[config.mk]
export PLATFORM = sky130hd
export DESIGN_NAME = dmem_sramlike_if_flat
export DESIGN_NICKNAME = d
export VERILOG_FILES = /design/src/rtl/dmem_sramlike_if_if.sv /design/src/rtl/dmem_sramlike_if.sv /design/src/flat_wrapper.sv
export SDC_FILE = /design/constraint.sdc
export NUM_CORES = 1
export LEC_CHECK = 0
export BUFFER_PORTS_ARGS = -buffer_cell sky130_fd_sc_hd__buf_2
export CORE_MARGIN = 2
export CORE_UTILIZATION = 48
export DETAILED_ROUTE_END_ITERATION = 10
export PLACE_DENSITY = 0.86
export SLEW_MARGIN = 20
export SYNTH_ARGS = -nofsm -noshare
export SYNTH_HDL_FRONTEND = slang
export SYNTH_SLANG_ARGS = --single-unit
[constraint.sdc]
create_clock -name clk -period 4.55 [get_ports clk]
set_input_delay 0.91 -clock clk [delete_from_list [all_inputs] [get_ports clk]]
set_output_delay 0.91 -clock clk [all_outputs]
set_load 0.005 [all_outputs]
[src/rtl/dmem_sramlike_if_if.sv]
// SRAM-like data bus bundle between the M-stage memory interface (master)
// and the data memory / bus bridge (slave).
interface dmem_sramlike_if_if;
  logic        data_req;
  logic        data_wr;
  logic [1:0]  data_size;
  logic [31:0] data_addr;
  logic [31:0] data_wdata;
  logic        data_addr_ok;
  logic        data_data_ok;
  logic [31:0] data_rdata;

  modport master (
    output data_req,
    output data_wr,
    output data_size,
    output data_addr,
    output data_wdata,
    input  data_addr_ok,
    input  data_data_ok,
    input  data_rdata
  );

  modport slave (
    input  data_req,
    input  data_wr,
    input  data_size,
    input  data_addr,
    input  data_wdata,
    output data_addr_ok,
    output data_data_ok,
    output data_rdata
  );
endinterface

[src/rtl/dmem_sramlike_if.sv]
// M-stage data memory interface: turns a load/store request into an
// SRAM-like bus transaction, stalls the pipeline until it completes and
// keeps the returned word stable while other stall sources hold the pipe.
// Optional macro DMEM_KSEG_MAP_EN: when defined, kseg0/kseg1 virtual
// addresses (addr[31:30] == 2'b10) are mapped to physical by clearing
// the top three bits; otherwise the address passes through unchanged.
module dmem_sramlike_if (
  input  logic                     clk,
  input  logic                     rst,
  input  logic                     i_mem_en,
  input  logic                     i_mem_wen,
  input  logic [31:0]              i_addr,
  input  logic [3:0]               i_sel,
  input  logic [1:0]               i_size,
  input  logic [31:0]              i_wdata,
  input  logic                     i_except_flush,
  input  logic                     i_stall_other,
  output logic [31:0]              o_rdata,
  output logic                     o_stall_req,
  dmem_sramlike_if_if.master       bus
);

  typedef enum logic [1:0] {
    IDLE = 2'd0,
    ADDR = 2'd1,
    DATA = 2'd2,
    HOLD = 2'd3
  } state_t;

  state_t      r_state;
  logic [31:0] r_reqAddr;
  logic [1:0]  r_reqSize;
  logic        r_reqWr;
  logic [31:0] r_reqWdata;
  logic [31:0] r_rdata;

  logic        w_issue;
  logic        w_complete;
  logic [31:0] w_rawAddr;
  logic        w_unused_sel;

  // Byte lanes are carried for the select stage only; the bus uses size.
  assign w_unused_sel = ^i_sel;

  // Virtual-to-physical translation applied on the way out to the bus.
  function automatic logic [31:0] mapAddr(input logic [31:0] a);
`ifdef DMEM_KSEG_MAP_EN
    if (a[31:30] == 2'b10) begin
      return {3'b000, a[28:0]};
    end else begin
      return a;
    end
`else
    return a;
`endif
  endfunction

  // Rst gating keeps every bus output at zero while reset is asserted.
  assign w_issue    = (r_state == IDLE) & i_mem_en & ~i_except_flush & ~rst;
  assign w_complete = (r_state == DATA) & bus.data_data_ok;

  // Transaction sequencing, request latches and read-data capture.
  always_ff @(posedge clk or posedge rst) begin
    if (rst) begin
      r_state    <= IDLE;
      r_reqAddr  <= 32'd0;
      r_reqSize  <= 2'd0;
      r_reqWr    <= 1'b0;
      r_reqWdata <= 32'd0;
      r_rdata    <= 32'd0;
    end else begin
      case (r_state)
        IDLE: begin
          if (w_issue) begin
            r_reqAddr  <= i_addr;
            r_reqSize  <= i_size;
            r_reqWr    <= i_mem_wen;
            r_reqWdata <= i_wdata;
            r_state    <= bus.data_addr_ok ? DATA : ADDR;
          end
        end
        ADDR: begin
          if (bus.data_addr_ok) begin
            r_state <= DATA;
          end
        end
        DATA: begin
          if (bus.data_data_ok) begin
            r_rdata <= bus.data_rdata;
            r_state <= i_stall_other ? HOLD : IDLE;
          end
        end
        HOLD: begin
          if (!i_stall_other) begin
            r_state <= IDLE;
          end
        end
        default: r_state <= IDLE;
      endcase
    end
  end

  // Bus fields come straight from the inputs in the issue cycle so the
  // request costs no extra cycle, and from the latches afterwards so they
  // stay stable until accepted even if the M-stage inputs wander.
  always_comb begin
    w_rawAddr      = r_reqAddr;
    bus.data_req   = 1'b0;
    bus.data_wr    = r_reqWr;
    bus.data_size  = r_reqSize;
    bus.data_wdata = r_reqWdata;
    if (w_issue) begin
      w_rawAddr      = i_addr;
      bus.data_req   = 1'b1;
      bus.data_wr    = i_mem_wen;
      bus.data_size  = i_size;
      bus.data_wdata = i_wdata;
    end else if (r_state == ADDR) begin
      bus.data_req   = 1'b1;
    end
    bus.data_addr = mapAddr(w_rawAddr);
  end

  // Stall until the data phase finishes; read word bypasses on completion.
  always_comb begin
    o_stall_req = w_issue
                | (r_state == ADDR)
                | ((r_state == DATA) & ~bus.data_data_ok);
    o_rdata     = w_complete ? bus.data_rdata : r_rdata;
  end

endmodule

[src/flat_wrapper.sv]
// flat-port wrapper written by rule: the top's interface ports become plain ports
module dmem_sramlike_if_flat 
  (clk, rst, i_mem_en, i_mem_wen, i_addr, i_sel, i_size, i_wdata, i_except_flush, i_stall_other, o_rdata, o_stall_req, bus_data_req, bus_data_wr, bus_data_size, bus_data_addr, bus_data_wdata, bus_data_addr_ok, bus_data_data_ok, bus_data_rdata);
  dmem_sramlike_if_if bus_i ();
  input  logic clk;
  input  logic rst;
  input  logic i_mem_en;
  input  logic i_mem_wen;
  input  logic [31:0] i_addr;
  input  logic [3:0] i_sel;
  input  logic [1:0] i_size;
  input  logic [31:0] i_wdata;
  input  logic i_except_flush;
  input  logic i_stall_other;
  output logic [31:0] o_rdata;
  output logic o_stall_req;
  output wire logic [$bits(bus_i.data_req)-1:0] bus_data_req;
  output wire logic [$bits(bus_i.data_wr)-1:0] bus_data_wr;
  output wire logic [$bits(bus_i.data_size)-1:0] bus_data_size;
  output wire logic [$bits(bus_i.data_addr)-1:0] bus_data_addr;
  output wire logic [$bits(bus_i.data_wdata)-1:0] bus_data_wdata;
  input wire logic [$bits(bus_i.data_addr_ok)-1:0] bus_data_addr_ok;
  input wire logic [$bits(bus_i.data_data_ok)-1:0] bus_data_data_ok;
  input wire logic [$bits(bus_i.data_rdata)-1:0] bus_data_rdata;
  assign bus_data_req = bus_i.data_req;
  assign bus_data_wr = bus_i.data_wr;
  assign bus_data_size = bus_i.data_size;
  assign bus_data_addr = bus_i.data_addr;
  assign bus_data_wdata = bus_i.data_wdata;
  assign bus_i.data_addr_ok = bus_data_addr_ok;
  assign bus_i.data_data_ok = bus_data_data_ok;
  assign bus_i.data_rdata = bus_data_rdata;
  dmem_sramlike_if u_core (.clk(clk), .rst(rst), .i_mem_en(i_mem_en), .i_mem_wen(i_mem_wen), .i_addr(i_addr), .i_sel(i_sel), .i_size(i_size), .i_wdata(i_wdata), .i_except_flush(i_except_flush), .i_stall_other(i_stall_other), .o_rdata(o_rdata), .o_stall_req(o_stall_req), .bus(bus_i));
endmodule
**Word level (Yosys, flattened, before mapping)**

Index checks and enable logic that the tools add are counted.

- Register bits after elaboration: 101
- Output and inout port bits: 101
- Word-level logic and storage cells: 40

- Eq/ne operators: 7
- Mux-type cells: 14
- Bitwise operators: 10
- Reductions and logical operators: 3

Operators by type and width:

| operator | number |
|---|---|
| 2-to-1 mux 32 bit | 3 |
| 2-to-1 mux 2 bit | 7 |
| case mux 2 bit (4 select lines) | 1 |
| inequality test 2 bit (second input constant) | 3 |
| bitwise AND 1 bit | 5 |
| == test 2 bit (second input constant) | 2 |
| AND reduction 4 bit | 1 |
| 2-to-1 mux 1 bit | 3 |
| NOT 1 bit | 3 |
| == test 2 x 1 -> 1 bit (second input constant) | 1 |
| zero test 2 bit | 1 |
| inequality test 2 x 1 -> 1 bit (second input constant) | 1 |
| OR 1 bit | 2 |
| AND reduction 2 bit | 1 |

**Longest topological paths before layout**

- Depth after elaboration: 6
- Depth in mapped cells: 5
- Gate-level depth less buffers: 3

**Least setup slack after synthesis**

OpenSTA, ideal clock, no wires.

- Path kind: input port to output port
- Start: in i_except_flush
- End: out bus_data_addr[10]
- Data arrival time: 1.829 ns
- Data required time: 3.640 ns
- Slack: 1.811 ns
- Stages: 5
- Buffers on the path: 2
- Path through: nor3b_2 nand2_2 buf_6 buf_6 mux2_4

- Word-level cells in the longest chain between the ends: 4

Ends and longest elaborated chain:

| element | RTL line | source |
|---|---|---|
| start, declared | flat_wrapper.sv:13 | `input logic i_except_flush;` |
| NOT 1 bit | dmem_sramlike_if.sv:59 | `assign w_issue = (r_state == IDLE) & i_mem_en & ~i_except_flush & ~rst;` |
| bitwise AND 1 bit (2 in series) | dmem_sramlike_if.sv:59 |  |
| 2-to-1 mux 32 bit | dmem_sramlike_if.sv:112 | `if (w_issue) begin` |
| end, declared | flat_wrapper.sv:20 | `output wire logic [$bits(bus_i.data_addr)-1:0] bus_data_addr;` |

No other way between the ends.

**Worst setup path in the final report**

- Start: in i_mem_en
- End: out bus_data_addr[4]

- Word-level cells in the longest chain between the ends: 4

Ends and longest elaborated chain:

| element | RTL line | source |
|---|---|---|
| start, declared | flat_wrapper.sv:7 | `input logic i_mem_en;` |
| bitwise AND 1 bit (3 in series) | dmem_sramlike_if.sv:59 |  |
| 2-to-1 mux 32 bit | dmem_sramlike_if.sv:112 |  |

No other way between the ends.

==> reports/metrics.yaml <==
cells_and_area:
  nets: 613
  area_growth_syn_to_layout_pct: 27.0
  final_cell_mix: "buf_2 (206), mux2_2 (106), dfrtp_1 (101)"
  layout-drive-gt1-share_pct: 77.4
  fillCellCount: 752
  antennaDiodeCount: 0
  final_common_cell: "buf_2"
clock_network:
  hold_buffers: 0
  cts_buffer_depth: 2
  clk_pin_slew_ns: 0.09
  postCtsSetupBuffers: 0
  cts.sinks: 101
  cts_resized: 0
  clockRootBuffer: "clkbuf_8"
  htree_levels: 3
  clock_latency_ns: 0.35
  cts_tree: "yes"
  cts_made_buffers: 9
grt:
  antenna_found_initial: 0
  grt_usage_pct: 17.5
  grt.overflow.total: 0
  grt_pass1_wl_um: 15200
  grt_max_degree: 71
  grt_pass1_vias: 3273
drt:
  wl_per_cell_um: 15.0
  wl_um: 9630
  dr.pass1.iters: 4
  first_iter_violations: 107
  ant_nets: 0
  via_count: 3146
  drc: 0
  via_per_inst: 4.91
yosys:
  yosysTopAreaCellShare_pct: 52.3
  syn_inst: 299
  synth_top_cell_by_area: "dfrtp_1"
  syn_nets: 409
  postSynthAreaPerCell_um2: 16.2
  ys_types: 15
  syn_area_um2: 4830
  yosys_warnings: 0
  synth.area.top_cells: "dfrtp_1 (52%), mux2_2 (25%), mux2_4 (19%)"
  ys_seq_elements: 101
  yosysSeqAreaShare_pct: 52.3
run_status:
  status: "finished, final reports clean"
floorplanning:
  dieWidth_um: 104
  start_util_pct: 49.5
  core_region_area_um2: 9770
  rows: 36
  die-area_um2: 10900
  ios: 211
  dieHeight_um: 104
placed_design:
  place_congestion: 0.762
  portBuffers: 206
  dpl.hpwl_um: 7390
sta:
  worstMarginPinSlew_ns: 0.984
  finalSetupViolations: 0
  fmax_mhz: 289
  hold_viol_final: 0
  slew_headroom_pct: 34.4
  period_needed_ns: 3.46
  rsz0062_at_grt: "false"
  tns_ns: 0
  finalClockSkew_ns: 0.00482
  final.period_utilization_pct: 76.1
  drv_slew: 0
  holdWs_ns: 0.501
setup_path:
  cp.arrival_ns: 2.55
  startpoint_type: "primary input"
  critPathMaxFanout: 70
  ff2ff_setup_slack_ns: 2.59
  cpMostUsedCell: "buf_2"
  cp.required_ns: 3.64
  path_class: "primary input to primary output"
  worstSetupEndpointType: "primary output"
  critical_path.slowest_cell: "buf_4"
  critPathMaxStageDelay_ns: 0.72
  path_cells: "buf_2, nor3b_2, nand2_8, buf_4, mux2_2, buf_2"
worst_hold_path:
  min_path_type: "register to register"
power:
  p_leak_nw: 3.22
  cellPowerDensity_nw_per_um2: 623
  ir_drop_uv: 344
flow_run:
  drv_cap: 0
## flip-flops by register name (all words and copies together) (netlist names)
name,flops
u_core.r_state,2
u_core.r_reqSize,2
u_core.r_reqWdata,32
u_core.r_rdata,32
u_core.r_reqAddr,32
u_core.r_reqWr,1
## worst paths after layout
check	startpoint	to	cells after the start
worst max-delay path	i_mem_en	bus_data_addr[4]	6
worst min-delay path	u_core.r_rdata[9]	u_core.r_rdata[9]	1
worst max register to register	u_core.r_state[1]	u_core.r_reqWdata[5]	4
worst min register to register	u_core.r_rdata[9]	u_core.r_rdata[9]	1
max in group asynchronous	rst	u_core.r_reqAddr[12]	3
min in group asynchronous	rst	u_core.r_reqAddr[31]	2
## layer usage
metal,vias to the layer above,wire length (um),global-route usage [%]
met3,10,875,7.71
met1,1527,3630,18.3
met4,0,90,4.73
met5,-,0,0
li1,1476,-,-
met2,133,5030,31.7
## final cells by class
type	instances	area [um2]	share of cell area, %
Sequential cell	101	2530	41.1
Multi-Input combinational cell	178	2180	35.5
Timing Repair Buffer	210	1060	17.3
Tap cell	133	166	2.71
Clock buffer	12	145	2.36
Clock inverter	4	47.5	0.774
Inverter	3	13.8	0.224
## logic make-up after synthesis
kind of cell | share of synthesized area [%]
compound gates | 0.595
simple gates | 0.906
mux | 43.3
flops | 52.3
buf+inv | 2.90
## cells in the mapped netlist (all sizes together)
cell type and count:
nor2 2, inv 3, nand2b 1, mux2 166, buf 17, o21ai 3
nor3b 1, nand3b 1, nand2 2, dfrtp 101, o22ai 1, o21bai 1
## report_power, final
part	total, mW	internal [mW]	switching, mW
clock network	0.559	0.268	0.291
logic	1.72	1.12	0.602
registers	1.54	1.35	0.197
total	3.83	2.74	1.09
## per-stage QoR
| step | total power, mW | setup WS [ns] | cells | util [%] | cell area, um2 |
|---|---|---|---|---|---|
| 2_1_floorplan | 2.62 | 0.993 | 299 | - | 4830 |
| 3_3_place_gp | 3.21 | 1.10 | 625 | 60.9 | 5950 |
| 3_5_place_dp | 3.32 | 1.07 | 625 | 60.9 | 5950 |
| 4_1_cts | 3.88 | 1.06 | 641 | 62.8 | 6140 |
| 5_1_grt | 4.08 | 0.980 | 641 | 62.8 | 6140 |
| 6_report | 3.83 | 1.09 | 641 | 62.8 | 6140 |
## worst max-delay path: cells and delay by family
family | cells | cell delay [ns]
muxes | 1 | 0.42
buffers and inverters | 3 | 0.94
and+or+nand+nor | 2 | 0.25
Power figures use the tool's default switching activity.
